File: src/rtl/sensor_poll_scheduler_if.sv
// Sensor poll scheduler bus: requester handshake, enables, status/telemetry.
//   master : scheduler side (drives START/status, samples ENABLE/DONE/CLEAR)
//   slave  : requester/housekeeping side
// Signals:
//   ENABLE_IN          per-requester enable, sampled at frame start
//   DONE_IN            per-requester completion
//   CLEAR_IN           one-cycle clear of sticky flags
//   START_OUT          one-hot start pulse
//   ACTIVE_IDX_OUT     requester being serviced
//   BUSY_OUT           frame in service
//   TICK_OUT           1 ms tick pulse
//   FRAME_COUNT_OUT    frames started (mod 2^16)
//   TIMEOUT_FLAGS_OUT  sticky per-requester timeout flags
//   OVERRUN_OUT        sticky frame overrun flag
interface sensor_poll_scheduler_if #(
  parameter int NUM_REQ = 4
);
  localparam int IDX_W = (NUM_REQ > 1) ? $clog2(NUM_REQ) : 1;

  logic [NUM_REQ-1:0] ENABLE_IN;
  logic [NUM_REQ-1:0] DONE_IN;
  logic               CLEAR_IN;
  logic [NUM_REQ-1:0] START_OUT;
  logic [IDX_W-1:0]   ACTIVE_IDX_OUT;
  logic               BUSY_OUT;
  logic               TICK_OUT;
  logic [15:0]        FRAME_COUNT_OUT;
  logic [NUM_REQ-1:0] TIMEOUT_FLAGS_OUT;
  logic               OVERRUN_OUT;

  modport master (
    input  ENABLE_IN, DONE_IN, CLEAR_IN,
    output START_OUT, ACTIVE_IDX_OUT, BUSY_OUT, TICK_OUT,
           FRAME_COUNT_OUT, TIMEOUT_FLAGS_OUT, OVERRUN_OUT
  );

  modport slave (
    output ENABLE_IN, DONE_IN, CLEAR_IN,
    input  START_OUT, ACTIVE_IDX_OUT, BUSY_OUT, TICK_OUT,
           FRAME_COUNT_OUT, TIMEOUT_FLAGS_OUT, OVERRUN_OUT
  );
endinterface

File: src/rtl/sensor_poll_scheduler.sv
// Frame scheduler for the sensor-read engines. Derives a 1 ms tick from the
// 1 MHz clock, groups ticks into frames, and at each frame start triggers
// every enabled requester in ascending index order with a START/DONE
// handshake guarded by a timeout.
// Ports:
//   CLK_1MHZ_IN  1 MHz clock, rising edge
//   RESET_IN     synchronous active-high reset
//   bus          scheduler side of sensor_poll_scheduler_if (master)
module sensor_poll_scheduler #(
  parameter int TICK_DIV    = 1000,
  parameter int FRAME_TICKS = 10,
  parameter int NUM_REQ     = 4,
  parameter int TIMEOUT_CYC = 500
) (
  input  logic                     CLK_1MHZ_IN,
  input  logic                     RESET_IN,
  sensor_poll_scheduler_if.master  bus
);
  localparam int TICK_W = (TICK_DIV > 1) ? $clog2(TICK_DIV) : 1;
  localparam int FT_W   = (FRAME_TICKS > 1) ? $clog2(FRAME_TICKS) : 1;
  localparam int TO_W   = $clog2(TIMEOUT_CYC) + 1;
  localparam int IDX_W  = (NUM_REQ > 1) ? $clog2(NUM_REQ) : 1;

  typedef enum logic [1:0] {IDLE, SCAN, ISSUE, WAIT} state_t;

  state_t             r_state;
  logic [TICK_W-1:0]  r_tick_cnt;
  logic [FT_W-1:0]    r_frame_tick;
  logic [NUM_REQ-1:0] r_mask;
  logic [IDX_W-1:0]   r_idx;
  logic [NUM_REQ-1:0] r_start;
  logic               r_busy;
  logic [15:0]        r_frame_cnt;
  logic [TO_W-1:0]    r_to_cnt;
  logic [NUM_REQ-1:0] r_flags;
  logic               r_ovr;

  logic               w_tick;
  logic               w_frame_start;
  logic               w_done;
  logic               w_to_hit;
  logic [IDX_W-1:0]   w_sel;

  assign w_tick        = (r_tick_cnt == TICK_W'(TICK_DIV - 1));
  assign w_frame_start = w_tick && (r_frame_tick == '0);
  assign w_done        = bus.DONE_IN[r_idx];
  assign w_to_hit      = (r_to_cnt == TO_W'(TIMEOUT_CYC - 1));

  // Lowest set bit of the pending mask wins.
  always_comb begin
    w_sel = '0;
    for (int unsigned i = 0; i < NUM_REQ; i++) begin
      if (r_mask[NUM_REQ-1-i]) w_sel = IDX_W'(NUM_REQ - 1 - i);
    end
  end

  always_ff @(posedge CLK_1MHZ_IN) begin
    if (RESET_IN) begin
      r_state      <= IDLE;
      r_tick_cnt   <= '0;
      r_frame_tick <= '0;
      r_mask       <= '0;
      r_idx        <= '0;
      r_start      <= '0;
      r_busy       <= 1'b0;
      r_frame_cnt  <= '0;
      r_to_cnt     <= '0;
      r_flags      <= '0;
      r_ovr        <= 1'b0;
    end else begin
      r_tick_cnt <= w_tick ? '0 : r_tick_cnt + 1'b1;
      if (w_tick) begin
        r_frame_tick <= (r_frame_tick == FT_W'(FRAME_TICKS - 1)) ? '0 : r_frame_tick + 1'b1;
      end

      // Clear first so that any set below in the same cycle overrides it.
      if (bus.CLEAR_IN) begin
        r_flags <= '0;
        r_ovr   <= 1'b0;
      end
      if (w_frame_start && r_busy) r_ovr <= 1'b1;

      r_start <= '0;
      case (r_state)
        IDLE: begin
          if (w_frame_start && !r_busy) begin
            r_mask      <= bus.ENABLE_IN;
            r_frame_cnt <= r_frame_cnt + 16'd1;
            r_busy      <= 1'b1;
            r_state     <= SCAN;
          end else begin
            // BUSY falls one cycle after returning here, so even an empty
            // frame shows two busy cycles (SCAN plus this one).
            r_busy <= 1'b0;
          end
        end
        SCAN: begin
          if (|r_mask) begin
            r_idx   <= w_sel;
            r_start <= NUM_REQ'(1) << w_sel;
            r_state <= ISSUE;
          end else begin
            r_state <= IDLE;
          end
        end
        ISSUE: begin
          r_to_cnt <= '0;
          r_state  <= WAIT;
        end
        WAIT: begin
          if (w_done) begin
            r_mask[r_idx] <= 1'b0;
            r_state       <= SCAN;
          end else if (w_to_hit) begin
            r_flags[r_idx] <= 1'b1;
            r_mask[r_idx]  <= 1'b0;
            r_state        <= SCAN;
          end else begin
            r_to_cnt <= r_to_cnt + 1'b1;
          end
        end
        default: r_state <= IDLE;
      endcase
    end
  end

  assign bus.START_OUT         = r_start;
  assign bus.ACTIVE_IDX_OUT    = r_idx;
  assign bus.BUSY_OUT          = r_busy;
  assign bus.TICK_OUT          = w_tick;
  assign bus.FRAME_COUNT_OUT   = r_frame_cnt;
  assign bus.TIMEOUT_FLAGS_OUT = r_flags;
  assign bus.OVERRUN_OUT       = r_ovr;
endmodule

File: src/flat_wrapper.sv
// flat-port wrapper written by rule: the top's interface ports become plain ports
module sensor_poll_scheduler_flat 
#(
  parameter int TICK_DIV    = 1000,
  parameter int FRAME_TICKS = 10,
  parameter int NUM_REQ     = 4,
  parameter int TIMEOUT_CYC = 500
)
  (CLK_1MHZ_IN, RESET_IN, bus_ENABLE_IN, bus_DONE_IN, bus_CLEAR_IN, bus_START_OUT, bus_ACTIVE_IDX_OUT, bus_BUSY_OUT, bus_TICK_OUT, bus_FRAME_COUNT_OUT, bus_TIMEOUT_FLAGS_OUT, bus_OVERRUN_OUT);
  sensor_poll_scheduler_if #(.NUM_REQ(NUM_REQ)) bus_i ();
  input  logic CLK_1MHZ_IN;
  input  logic RESET_IN;
  input wire logic [$bits(bus_i.ENABLE_IN)-1:0] bus_ENABLE_IN;
  input wire logic [$bits(bus_i.DONE_IN)-1:0] bus_DONE_IN;
  input wire logic [$bits(bus_i.CLEAR_IN)-1:0] bus_CLEAR_IN;
  output wire logic [$bits(bus_i.START_OUT)-1:0] bus_START_OUT;
  output wire logic [$bits(bus_i.ACTIVE_IDX_OUT)-1:0] bus_ACTIVE_IDX_OUT;
  output wire logic [$bits(bus_i.BUSY_OUT)-1:0] bus_BUSY_OUT;
  output wire logic [$bits(bus_i.TICK_OUT)-1:0] bus_TICK_OUT;
  output wire logic [$bits(bus_i.FRAME_COUNT_OUT)-1:0] bus_FRAME_COUNT_OUT;
  output wire logic [$bits(bus_i.TIMEOUT_FLAGS_OUT)-1:0] bus_TIMEOUT_FLAGS_OUT;
  output wire logic [$bits(bus_i.OVERRUN_OUT)-1:0] bus_OVERRUN_OUT;
  assign bus_i.ENABLE_IN = bus_ENABLE_IN;
  assign bus_i.DONE_IN = bus_DONE_IN;
  assign bus_i.CLEAR_IN = bus_CLEAR_IN;
  assign bus_START_OUT = bus_i.START_OUT;
  assign bus_ACTIVE_IDX_OUT = bus_i.ACTIVE_IDX_OUT;
  assign bus_BUSY_OUT = bus_i.BUSY_OUT;
  assign bus_TICK_OUT = bus_i.TICK_OUT;
  assign bus_FRAME_COUNT_OUT = bus_i.FRAME_COUNT_OUT;
  assign bus_TIMEOUT_FLAGS_OUT = bus_i.TIMEOUT_FLAGS_OUT;
  assign bus_OVERRUN_OUT = bus_i.OVERRUN_OUT;
  sensor_poll_scheduler #(.TICK_DIV(TICK_DIV), .FRAME_TICKS(FRAME_TICKS), .NUM_REQ(NUM_REQ), .TIMEOUT_CYC(TIMEOUT_CYC)) u_core (.CLK_1MHZ_IN(CLK_1MHZ_IN), .RESET_IN(RESET_IN), .bus(bus_i));
endmodule
File: config.mk
export PLATFORM = sky130hd
export DESIGN_NAME = sensor_poll_scheduler_flat
export DESIGN_NICKNAME = d
export VERILOG_FILES = /design/src/rtl/sensor_poll_scheduler_if.sv /design/src/rtl/sensor_poll_scheduler.sv /design/src/flat_wrapper.sv
export SDC_FILE = /design/constraint.sdc
export NUM_CORES = 1
export LEC_CHECK = 0
export BUFFER_PORTS_ARGS = -buffer_cell sky130_fd_sc_hd__buf_2
export CAP_MARGIN = 20
export CELL_PAD_IN_SITES_DETAIL_PLACEMENT = 1
export CELL_PAD_IN_SITES_GLOBAL_PLACEMENT = 1
export CORE_MARGIN = 3
export CORE_UTILIZATION = 45
export CTS_BUF_LIST = sky130_fd_sc_hd__clkbuf_8 sky130_fd_sc_hd__clkbuf_16
export CTS_CLUSTER_DIAMETER = 200
export DETAILED_ROUTE_END_ITERATION = 8
export PLACE_DENSITY_LB_ADDON = 0.3
export SLEW_MARGIN = 20
export SYNTH_ARGS = -nofsm -noshare
export SYNTH_HDL_FRONTEND = slang
export SYNTH_SLANG_ARGS = --single-unit
export TNS_END_PERCENT = 20
File: constraint.sdc
create_clock -name CLK_1MHZ_IN -period 3.85 [get_ports CLK_1MHZ_IN]
set_input_delay 0.77 -clock CLK_1MHZ_IN [delete_from_list [all_inputs] [get_ports CLK_1MHZ_IN]]
set_output_delay 0.77 -clock CLK_1MHZ_IN [all_outputs]
set_load 0.005 [all_outputs]
==> results.toml <==
[power_and_ir_drop]
leakagePower_nw = 1.19
vdd_drop_max_mv = 0.194
p_per_area_mw_per_mm2 = 374

[finish]
seq_area_mm2 = 0.00116
final_cell_mix = "58 x dfxtp_1, 46 x nor2_1, 39 x buf_2"
fill_cells = 713
multi_input_area_mm2 = 0.00143
final_nets = 360
antenna_cells = 0
area_delta_synth_final_pct = 15.7
drive_above_1_share_pct = 18.8
layout_commonest_cell = "dfxtp_1"
final_cells = 418

[synth]
avgSynthCellArea_um2 = 8.88
yosys.cell_types.count = 50
muxShareOfSynthArea_pct = 1.23
synthCells = 299
synthArstFlopShare_pct = 0
syn-num-nets = 317
synth-seq-cells = 58
synth_edf_count = 0
synth_xor_xnor_area_share_pct = 8.91
yosys_warnings = 0
synth-simple-area-share_pct = 28.5
ys_seq_area_share_pct = 43.7
synthAdderAreaFrac_pct = 3.30
syn_area_mm2 = 0.00266
synth_compound_area_share_pct = 11.8
dominantRegCellSynth = "dfxtp_1"
synth_top_family_by_area = "simple AND/OR/NAND/NOR gates"

[detailed_routing]
routed_wl_um = 6420
wl_per_cell_um = 15.3
drt_iter0_markers = 50
post_drt_via_cell_ratio = 5.55
firstDrtPassIters = 4
via_count = 2320
ant_nets = 0
drc_errors = 0

[setup_path]
cp.buffers_inverters = 1
worstPathMaxFanout = 7
worstPathCellList = "ha_1 -> nand2_1 -> nor4_2 -> buf_2"
arrival_ns = 1.93
reg2reg_from = "u_core.bus.ACTIVE_IDX_OUT[0]"
crit_type = "reg -> out"
cp.depth = 4
slowest_delay_ns = 0.62
cp-start-kind = "register"
end_kind = "output pin"
crit_path_top_delay_cell = "nor4_2"
reg2reg_depth = 5
worst_ep_required_time_ns = 3.08
cp_top_family = "simple AND/OR/NAND/NOR gates"
startpoint = "u_core.r_tick_cnt[0]"

[global_route]
first_global_vias = 2345
track_usage_pct = 19.7
grt_max_degree = 38
busiest_layer = "met2"
globalRouteOverflowTotal = 0
grt_pass1_wl_um = 11100
antenna_found_initial = 0
use_met1_pct = 24.2
use_met2_pct = 32.8
grt_util_met3_pct = 5.56

[timing]
tns_ns = 0
finalSetupViolations = 0
fin_crit_sh_pct = 70.2
finalHoldViolCount = 0
max_slew_margin_pct = 54.5
max_freq_ghz = 0.370
skew_ns = 0.00772
fin_crit_ns = 2.70
worstMarginPinSlew_ns = 0.683
rsz0062_at_grt = "false"
slew_viol_final = 0

[placed_design]
dpl.hpwl_um = 4470
io_buffers = 39
dp.cells = 403
gp_congestion = 0.813

[clocking]
cts_sinks = 58
cts_tree = "done"
cts_setup_buffers = 0
cts.path.max_buffers = 2
clk_pin_slew_ns = 0.07
numCtsBuffers = 9
clock_latency_ns = 0.35
cts_max_level = 3
ctsHoldBuffers = 0
cts-resized-gates = 0
root_buffer = "clkbuf_8"

[hold_path]
hold_start = "u_core.r_tick_cnt[0]"
whs_path_depth = 1
min_path_type = "reg -> reg"

[floorplan]
die_h_um = 82.8
ios = 40
start_util_pct = 47.3
die-area_mm2 = 0.00686
coreArea_mm2 = 0.00561
row_count = 27
fp.dieW_um = 82.8

[job]
cap_violations = 0

[run_status]
status = "finished clean"
==> metal layers <==
metal / vias to the layer above / routed length, µm
met1: 1117 / 2920
met2: 45 / 3110
met3: 10 / 289
li1: 1148 / -
met4: 0 / 101
met5: - / 0
==> synth_stat cells, types with 3 or more instances <==
cell type	instances	share of area [%]
a21oi_1	19	3.6
and2_1	7	1.6
and3_1	3	0.71
clkbuf_1	6	0.85
dfxtp_1	58	44
ha_1	7	3.3
inv_1	10	1.4
nand2_1	19	2.7
nand2b_1	4	0.94
nand3_1	13	2.5
nand4_1	18	4.2
nor2_1	46	6.5
nor2b_1	4	0.94
nor3_1	5	0.94
o211ai_1	3	0.85
o21ai_0	5	0.94
or3_1	5	1.2
xnor2_1	6	2.0
xor2_1	21	6.9
==> logic make-up after synthesis <==
group                    after synthesis
AND/OR/NAND/NOR                      140
flip-flops                            58
AO/OA/AOI/OAI                         47
XOR/XNOR                              27
buffers and inverters                 18
adder cells (fa/ha/maj)                7
multiplexers                           2
==> through the flow <==
stage               worst slack, ns  area, µm²  total power [mW]  util (%)  hold WS, ns
CTS                            1.13       3070              1.16      54.8        0.451
floorplan                      1.62       2660             0.670         -        0.418
global placement               1.39       2910             0.686      52.0        0.429
finish                         1.15       3070              1.15      54.8        0.448
global route                  0.987       3070              1.20      54.8        0.485
detailed placement             1.28       2910             0.688      52.0        0.440
==> final timing paths <==
path	endpoint	slack, ns
max	bus_TICK_OUT	1.15
min	u_core.r_tick_cnt[0]	0.45
min reg2reg	u_core.r_tick_cnt[0]	0.45
max reg2reg	u_core.r_to_cnt[7]	1.47
==> cell type report <==
type	instances	area share, %
tap	72	2.93
sequential	58	37.8
inverter	11	1.34
timing repair buffer	39	6.35
multi-input combinational	223	46.4
clock inverter	6	1.14
clock buffer	9	4.03
==> report_power, final <==
group          switching, mW  internal [mW]
combinational         0.0380         0.0216
clock                  0.250          0.224
sequential           0.00758          0.607
total                  0.296          0.853
==> flip-flops by register name, indices dropped and copies added (netlist names), 2 cells and up <==
register                      count
u_core.bus.ACTIVE_IDX_OUT         2
u_core.r_mask                     4
u_core.r_tick_cnt                10
u_core.r_state                    2
u_core.bus.START_OUT              4
u_core.r_to_cnt                  10
u_core.bus.FRAME_COUNT_OUT       16
u_core.bus.TIMEOUT_FLAGS_OUT      4
u_core.r_frame_tick               4
Power figures use the tool's default switching activity.
